File: src/rtl/fifo_burst_pkg.sv
// Shared types and constants for the FIFO burst reader.
package fifo_burst_pkg;

  // Controller states; encodings are fixed so they read the same in waveforms across blocks.
  typedef enum logic [1:0] {
    StIdle  = 2'd0,
    StWait  = 2'd1,
    StBurst = 2'd2
  } state_e;

  // Entries in the output skid buffer.
  localparam int unsigned BufDepth = 2;

endpackage

File: src/rtl/stream_buf2.sv
// Two-entry valid/ready output buffer. The head entry drives the stream; the tail entry
// absorbs one extra word so pops can continue for a cycle under backpressure.
module stream_buf2
  import fifo_burst_pkg::*;
#(
  parameter int unsigned DATA_WIDTH = 8
) (
  input  logic                  clk,
  input  logic                  rst,
  input  logic                  push,
  input  logic [DATA_WIDTH-1:0] push_data,
  input  logic                  push_last,
  output logic                  m_valid,
  input  logic                  m_ready,
  output logic [DATA_WIDTH-1:0] m_data,
  output logic                  m_last,
  output logic [1:0]            buf_cnt
);

  logic [DATA_WIDTH-1:0] head_data_q, head_data_d, tail_data_q, tail_data_d;
  logic                  head_last_q, head_last_d, tail_last_q, tail_last_d;
  logic [1:0]            cnt_q, cnt_d;
  logic                  pop;

  assign pop     = m_valid && m_ready;
  assign m_valid = (cnt_q != 2'd0);
  assign m_data  = head_data_q;
  assign m_last  = head_last_q;
  assign buf_cnt = cnt_q;

  // Next-state for the two entries and occupancy.
  always_comb begin
    head_data_d = head_data_q;
    head_last_d = head_last_q;
    tail_data_d = tail_data_q;
    tail_last_d = tail_last_q;
    cnt_d       = cnt_q;
    if (cnt_q == 2'd0) begin
      if (push) begin
        head_data_d = push_data;
        head_last_d = push_last;
        cnt_d       = 2'd1;
      end
    end else if (cnt_q == 2'd1) begin
      if (push && pop) begin
        head_data_d = push_data;
        head_last_d = push_last;
      end else if (push) begin
        tail_data_d = push_data;
        tail_last_d = push_last;
        cnt_d       = 2'(BufDepth);
      end else if (pop) begin
        cnt_d = 2'd0;
      end
    end else if (pop) begin
      // Full: tail moves up; a concurrent push refills the tail.
      head_data_d = tail_data_q;
      head_last_d = tail_last_q;
      if (push) begin
        tail_data_d = push_data;
        tail_last_d = push_last;
      end else begin
        cnt_d = 2'd1;
      end
    end
  end

  // Buffer storage with asynchronous clear.
  always_ff @(posedge clk or posedge rst) begin
    if (rst) begin
      head_data_q <= '0;
      head_last_q <= 1'b0;
      tail_data_q <= '0;
      tail_last_q <= 1'b0;
      cnt_q       <= 2'd0;
    end else begin
      head_data_q <= head_data_d;
      head_last_q <= head_last_d;
      tail_data_q <= tail_data_d;
      tail_last_q <= tail_last_d;
      cnt_q       <= cnt_d;
    end
  end

endmodule

File: src/rtl/fifo_burst_reader.sv
// Read-side burst controller: drains a show-ahead FIFO into a valid/ready stream in bursts
// started by occupancy, by a WAIT timeout, or by a flush pulse.
module fifo_burst_reader
  import fifo_burst_pkg::*;
#(
  parameter int unsigned ADDR_WIDTH = 4,
  parameter int unsigned DATA_WIDTH = 8,
  parameter int unsigned BURST_LEN  = 4,
  parameter int unsigned TIMEOUT    = 16
) (
  input  logic                  clk,
  input  logic                  rst,
  input  logic                  enable,
  input  logic                  flush,
  output logic                  fifo_rd_req,
  input  logic                  fifo_rd_empty,
  input  logic [ADDR_WIDTH:0]   fifo_num,
  input  logic [DATA_WIDTH-1:0] fifo_q,
  output logic                  m_valid,
  input  logic                  m_ready,
  output logic [DATA_WIDTH-1:0] m_data,
  output logic                  m_last,
  output logic                  busy
);

  localparam int unsigned         TmoW      = $clog2(TIMEOUT) + 1;
  localparam logic [ADDR_WIDTH:0] BurstLenW = (ADDR_WIDTH + 1)'(BURST_LEN);
  localparam logic [TmoW-1:0]     TmoLast   = TmoW'(TIMEOUT - 1);

  state_e              state_q, state_d;
  logic [ADDR_WIDTH:0] beats_q, beats_d;
  logic [TmoW-1:0]     tmo_q, tmo_d;
  logic [1:0]          buf_cnt;
  logic                last_word;

  // State and counter registers.
  always_ff @(posedge clk or posedge rst) begin
    if (rst) begin
      state_q <= StIdle;
      beats_q <= '0;
      tmo_q   <= '0;
    end else begin
      state_q <= state_d;
      beats_q <= beats_d;
      tmo_q   <= tmo_d;
    end
  end

  // Burst start decisions, timeout counting and beat countdown.
  always_comb begin
    state_d = state_q;
    beats_d = beats_q;
    tmo_d   = tmo_q;
    unique case (state_q)
      StIdle: begin
        if (flush && (fifo_num != '0)) begin
          state_d = StBurst;
          beats_d = fifo_num;
        end else if (enable && (fifo_num >= BurstLenW)) begin
          state_d = StBurst;
          beats_d = BurstLenW;
        end else if (enable && (fifo_num != '0)) begin
          state_d = StWait;
          tmo_d   = '0;
        end
      end
      StWait: begin
        if (fifo_num >= BurstLenW) begin
          state_d = StBurst;
          beats_d = BurstLenW;
        end else if (flush) begin
          state_d = StBurst;
          beats_d = fifo_num;
        end else if (tmo_q == TmoLast) begin
          state_d = StBurst;
          beats_d = (fifo_num > BurstLenW) ? BurstLenW : fifo_num;
        end else if (!enable) begin
          state_d = StIdle;
          tmo_d   = '0;
        end else begin
          tmo_d = tmo_q + TmoW'(1);
        end
      end
      StBurst: begin
        if (fifo_rd_req) begin
          beats_d = beats_q - (ADDR_WIDTH + 1)'(1);
        end
        // Leave one edge after the final pop has been stored.
        if (beats_q == '0) begin
          state_d = StIdle;
        end
      end
      default: state_d = StIdle;
    endcase
  end

  // Pop strobe, last-word tag and busy flag; no path from m_ready.
  always_comb begin
    fifo_rd_req = (state_q == StBurst) && !fifo_rd_empty && (buf_cnt < 2'(BufDepth)) &&
                  (beats_q != '0);
    last_word   = fifo_rd_req && (beats_q == (ADDR_WIDTH + 1)'(1));
    busy        = (state_q != StIdle) || (buf_cnt != 2'd0);
  end

  stream_buf2 #(
    .DATA_WIDTH (DATA_WIDTH)
  ) u_buf (
    .clk       (clk),
    .rst       (rst),
    .push      (fifo_rd_req),
    .push_data (fifo_q),
    .push_last (last_word),
    .m_valid   (m_valid),
    .m_ready   (m_ready),
    .m_data    (m_data),
    .m_last    (m_last),
    .buf_cnt   (buf_cnt)
  );

endmodule

File: config.mk
export PLATFORM = sky130hd
export DESIGN_NAME = fifo_burst_reader
export DESIGN_NICKNAME = d
export VERILOG_FILES = /design/src/rtl/fifo_burst_pkg.sv /design/src/rtl/stream_buf2.sv /design/src/rtl/fifo_burst_reader.sv
export SDC_FILE = /design/constraint.sdc
export NUM_CORES = 1
export LEC_CHECK = 0
export ABC_AREA = 1
export CAP_MARGIN = 20
export CORE_ASPECT_RATIO = 1.5
export CORE_MARGIN = 2
export CORE_UTILIZATION = 62
export DETAILED_ROUTE_END_ITERATION = 7
export DONT_BUFFER_PORTS = 1
export PLACE_DENSITY = 0.78
export SLEW_MARGIN = 20
export SYNTH_ARGS = -nofsm -noshare
export SYNTH_HDL_FRONTEND = slang
export SYNTH_SLANG_ARGS = --single-unit
export TNS_END_PERCENT = 20
File: constraint.sdc
create_clock -name clk -period 2.7 [get_ports clk]
set_clock_uncertainty 0.15 [all_clocks]
set_input_delay 0.81 -clock clk [delete_from_list [all_inputs] [get_ports clk]]
set_output_delay 0.81 -clock clk [all_outputs]
set_load 0.05 [all_outputs]
**After elaboration in Yosys (flattened, before gate mapping)**

Cells that the tools add are included.

- $add $sub $neg: 2
- Mux-type cells: 51
- Reductions and logical operators: 29
- Equal/unequal tests: 22
- Bitwise logic cells: 1
- Order comparisons: 3

Operators by type and width:

| cell | count |
|---|---|
| $mux 8 | 9 |
| $mux 5 | 14 |
| $mux 2 | 16 |
| $ne 2x2->1 const B | 8 |
| $pmux 5 s3 | 1 |
| $pmux 5 s2 | 1 |
| $reduce_bool 2->1 | 5 |
| $reduce_bool 5->1 | 2 |
| $logic_and 1x1->1 | 9 |
| $mux 1 | 9 |
| $reduce_and 3->1 | 3 |
| $ne 4x4->1 const B | 2 |
| $reduce_and 7->1 | 1 |
| $ne 3x2->1 const B | 2 |
| $ne 3x3->1 const B | 2 |
| $pmux 2 s3 | 1 |
| $reduce_bool 3->1 | 2 |
| $add 5x1->5 const B | 1 |
| $eq 5x1->1 const B | 1 |
| $eq 5x4->1 const B | 1 |
| $ge 5x3->1 const B | 1 |
| $gt 5x3->1 const B | 1 |
| $logic_not 5->1 | 1 |
| $ne 5x5->1 const B | 1 |
| 11 further kinds | 14 |

- Input bits: 19
- Logic and storage cells: 116
- Register bits after elaboration: 32
- Output and inout port bits: 12

**Logic depth before layout (Yosys ltp)**

- Depth after elaboration: 8
- Gate-level depth with buffers: 10
- Mapped depth without buffers: 10

**By module**

From an unflattened synthesis, not the netlist that was laid out.

- Cells, all modules: 287
- Area, all modules: 2082.0 µm²

Modules (own cells, without submodules):

| module | sequential area each (µm²) | area each (µm²) | times used | cells an instance |
|---|---|---|---|---|
| fifo_burst_reader | 300.3 | 1051.0 | 1 | 161 |
| stream_buf2 | 500.5 | 1031.0 | 1 | 126 |

**Worst setup path after synthesis**

No wires, ideal clock.

- Path kind: input to output
- Start: input port fifo_rd_empty
- End: output port fifo_rd_req
- Data required time: 1.740 ns
- Arrival: 1.292 ns
- Buffers on the path: 0
- Stages on the path: 3
- Slack: 0.448 ns
- Cells stage by stage: nor3b_2 nand2_2 inv_2

- Cells in the longest elaborated chain, start to end: 4

RTL lines:

| what | RTL line | RTL |
|---|---|---|
| from (decl) | fifo_burst_reader.sv:16 | `input logic fifo_rd_empty,` |
| $logic_not 1->1 | fifo_burst_reader.sv:99 | `fifo_rd_req = (state_q == StBurst) && !fifo_rd_empty && (buf_cnt < 2'(BufDepth)) &&` |
| $logic_and 1x1->1 (3 in a row) | fifo_burst_reader.sv:99 |  |
| to (decl) | fifo_burst_reader.sv:15 | `output logic fifo_rd_req,` |

No other way between the ends.

**Final worst setup path**

- Start: register state_q[0]
- End: output port fifo_rd_req

- Cells in the longest elaborated chain, start to end: 4

RTL lines:

| what | RTL line | RTL |
|---|---|---|
| from (decl) | fifo_burst_reader.sv:30 | `state_e state_q, state_d;` |
| from (signal assigned) | fifo_burst_reader.sv:39 | `state_q <= StIdle;` |
| from (signal assigned) | fifo_burst_reader.sv:43 | `state_q <= state_d;` |
| $eq 2x2->1 | fifo_burst_reader.sv:99 |  |
| $logic_and 1x1->1 (3 in a row) | fifo_burst_reader.sv:99 |  |

No other way between the ends.

==> results.py <==
metrics = {
    "die": {
        "chipWidth_um": 50.2,
        "chipHeight_um": 73.2,
        "core_um2": 3100,
        "ios": 31,
        "die_area_um2": 3670,
        "initial_core_util": 0.640,
        "rows": 25,
    },
    "route": {
        "wl_per_cell_um": 11.7,
        "dr.pass1.iters": 4,
        "drc": 0,
        "viasPerCell": 5.23,
        "drt_iter0_markers": 33,
        "route.vias.total": 1654,
        "wl_um": 3700,
        "drtAntennaViolNets": 0,
    },
    "cts": {
        "cts.repair.resized": 0,
        "cts_tree": "yes",
        "clk_pin_slew_ns": 0.06,
        "root_buffer": "clkbuf_8",
        "post-cts-setup-buffers": 0,
        "cts-hold-fix-buffers": 0,
        "numCtsBuffers": 5,
        "cts_sinks": 32,
        "clkLatencyLatePin_ns": 0.28,
        "clock_tree.buffer_depth": 2,
        "htree_levels": 2,
    },
    "logic_synthesis": {
        "yosysWarnings": 0,
        "synth_fp_nets": 296,
        "seq_area_frac_synth": 0.404,
        "netlist_top_cells_count": "nand2_1 (109), dfrtp_1 (32), inv_1 (31)",
        "synth.most_common_cell": "nand2_1",
        "yosysTopAreaCell": "dfrtp_1",
        "ys.flop_type": "dfrtp_1",
        "synth_top_area_frac": 0.404,
        "ys_ff_latch": 32,
        "synth_area_um2": 1980,
        "synthTopCellsByArea": "dfrtp_1 (40%), nand2_1 (21%), inv_1 (5.9%), nand3_1 (5.8%), ha_1 (5.1%)",
        "synth_edf_count": 0,
        "syn_inst": 269,
        "synthesis.area_per_instance_um2": 7.37,
        "async_reset_ff_frac": 1.00,
        "synthDistinctLibCells": 29,
    },
    "worst_setup_path": {
        "r2r_slack_ns": 0.67,
        "crit_start": "state_q[0]$_DFFE_PP0P_",
        "end_kind": "primary output",
        "crit_end": "fifo_rd_req",
        "r2r_end": "tmo_q[2]$_DFFE_PP0P_",
        "cp-start-kind": "flip-flop",
        "ff2ff_path_depth": 9,
        "crit_required_ns": 1.74,
        "arrival_ns": 1.57,
        "worst-path-max-fanout": 5,
        "timing.rr.start": "tmo_q[0]$_DFFE_PP0P_",
        "timing_worst_setup_path_type": "reg2out",
    },
    "timing": {
        "finalSetupViolations": 0,
        "rsz0062_at_grt": "no",
        "fmax_mhz": 395,
        "finalHoldViolCount": 0,
        "worst_slew_pin_slew_ns": 0.487,
        "min_period_ns": 2.53,
        "setup_ws_ns": 0.171,
        "fin_tns_setup_ns": 0,
        "post-route-period-util": 0.937,
        "drv_slew": 0,
        "slew_headroom": 0.675,
    },
    "cells_and_area": {
        "layout.nets": 302,
        "syn_to_final_growth_pct": 6.82,
        "final_core_util": 0.684,
        "final-seq-area_um2": 801,
        "diodes": 0,
        "fillCellCount": 289,
        "layout-drive-gt1-share": 0.112,
        "multi_input_area_um2": 1030,
    },
    "worst_hold_path": {
        "hold_start": "beats_q[1]$_DFFE_PP0P_",
        "hold_class": "reg2reg",
    },
    "place": {
        "hpwl_um": 2850,
        "io_buffers": 0,
        "gp_congestion": 0.855,
        "pre_cts_ws_ns": 0.394,
    },
    "run_status": {
        "status": "finished clean",
    },
    "power_and_ir_drop": {
        "total_power_mw": 2.44,
        "ir_drop_uv": 751,
        "cellLeakagePower_nw": 1.13,
        "powerDensity_nw_per_um2": 1150,
    },
    "global_routing": {
        "grt_pass1_wl_um": 6120,
        "antenna_found_initial": 0,
        "grt_usage": 0.222,
        "grt_remaining_overflow": 0,
        "grt_max_degree": 33,
        "first_global_vias": 1526,
    },
    "flow_run": {
        "maxCapViolCount": 0,
    },
}
cell usage in the layout, fill, tap and decap left out, drive strengths merged:
master	count
nand2	112
inv	33
dfrtp	32
nand3	26
o21ai	19
nor2	16
nand4	9
ha	8
clkbuf	8
a21oi	3
o21bai	2
buf	2
nor3b	2
o21a	1
a21boi	1
or2	1
nor3	1
routing by layer:
layer	vias to the layer above	routed length, µm	global-route usage
li1	868	-	-
met1	738	1640	0.246
met2	40	1830	0.392
met3	8	144	0.0492
met4	0	84	0.111
met5	-	0	0
final cells by class:
cell class	count	share of cell area
sequential	32	0.378
tap	40	0.0236
clock buffer	8	0.0426
multi-input combinational	201	0.489
inverter	33	0.0597
timing repair buffer	2	0.00709
cells by family (layout without fill, tap and decap cells):
| family | after synthesis | count (layout) | synth area share |
|---|---|---|---|
| AND/OR/NAND/NOR | 167 | 167 | 0.372 |
| buffers and inverters | 36 | 43 | 0.0739 |
| adder cells (fa/ha/maj) | 8 | 8 | 0.0505 |
| flip-flops | 32 | 32 | 0.404 |
| AO/OA/AOI/OAI | 26 | 26 | 0.0991 |
worst min-delay path by stage:
stage,depth (start not counted),slack [ns],end
final,2,0.32,beats_q[1]$_DFFE_PP0P_
after global routing,2,0.35,u_buf.tail_data_q[0]$_DFFE_PP0P_
after CTS,2,0.32,beats_q[1]$_DFFE_PP0P_
after detailed placement,2,0.31,beats_q[1]$_DFFE_PP0P_
after global placement,2,0.31,beats_q[1]$_DFFE_PP0P_
after floorplan,2,0.29,beats_q[1]$_DFFE_PP0P_
state kept, by name (all words and copies together), names as in the netlist:
name               count
tmo_q                  5
u_buf.buf_cnt          2
u_buf.m_last           1
state_q                2
u_buf.m_data           8
u_buf.tail_last_q      1
u_buf.tail_data_q      8
beats_q                5
critical path, cell delays in order, from the launching register on:
cell	delay, ns
dfrtp_1	0.40
inv_1	0.08
ha_1	0.24
nor3b_2	0.21
nand2_2	0.11
inv_2	0.25
power breakdown:
part | switching [mW] | internal (mW)
clock network | 0.152 | 0.207
logic | 0.735 | 0.361
registers | 0.332 | 0.647
total | 1.22 | 1.22
through the flow:
stage / std cells / area (µm²) / hold slack (ns)
after floorplan: 269 / 1980 / 0.292
after global placement: 308 / 2030 / 0.307
after detailed placement: 308 / 2030 / 0.312
after CTS: 316 / 2120 / 0.325
after global routing: 316 / 2120 / 0.348
final: 316 / 2120 / 0.318
(Power assumes the default switching activity.)
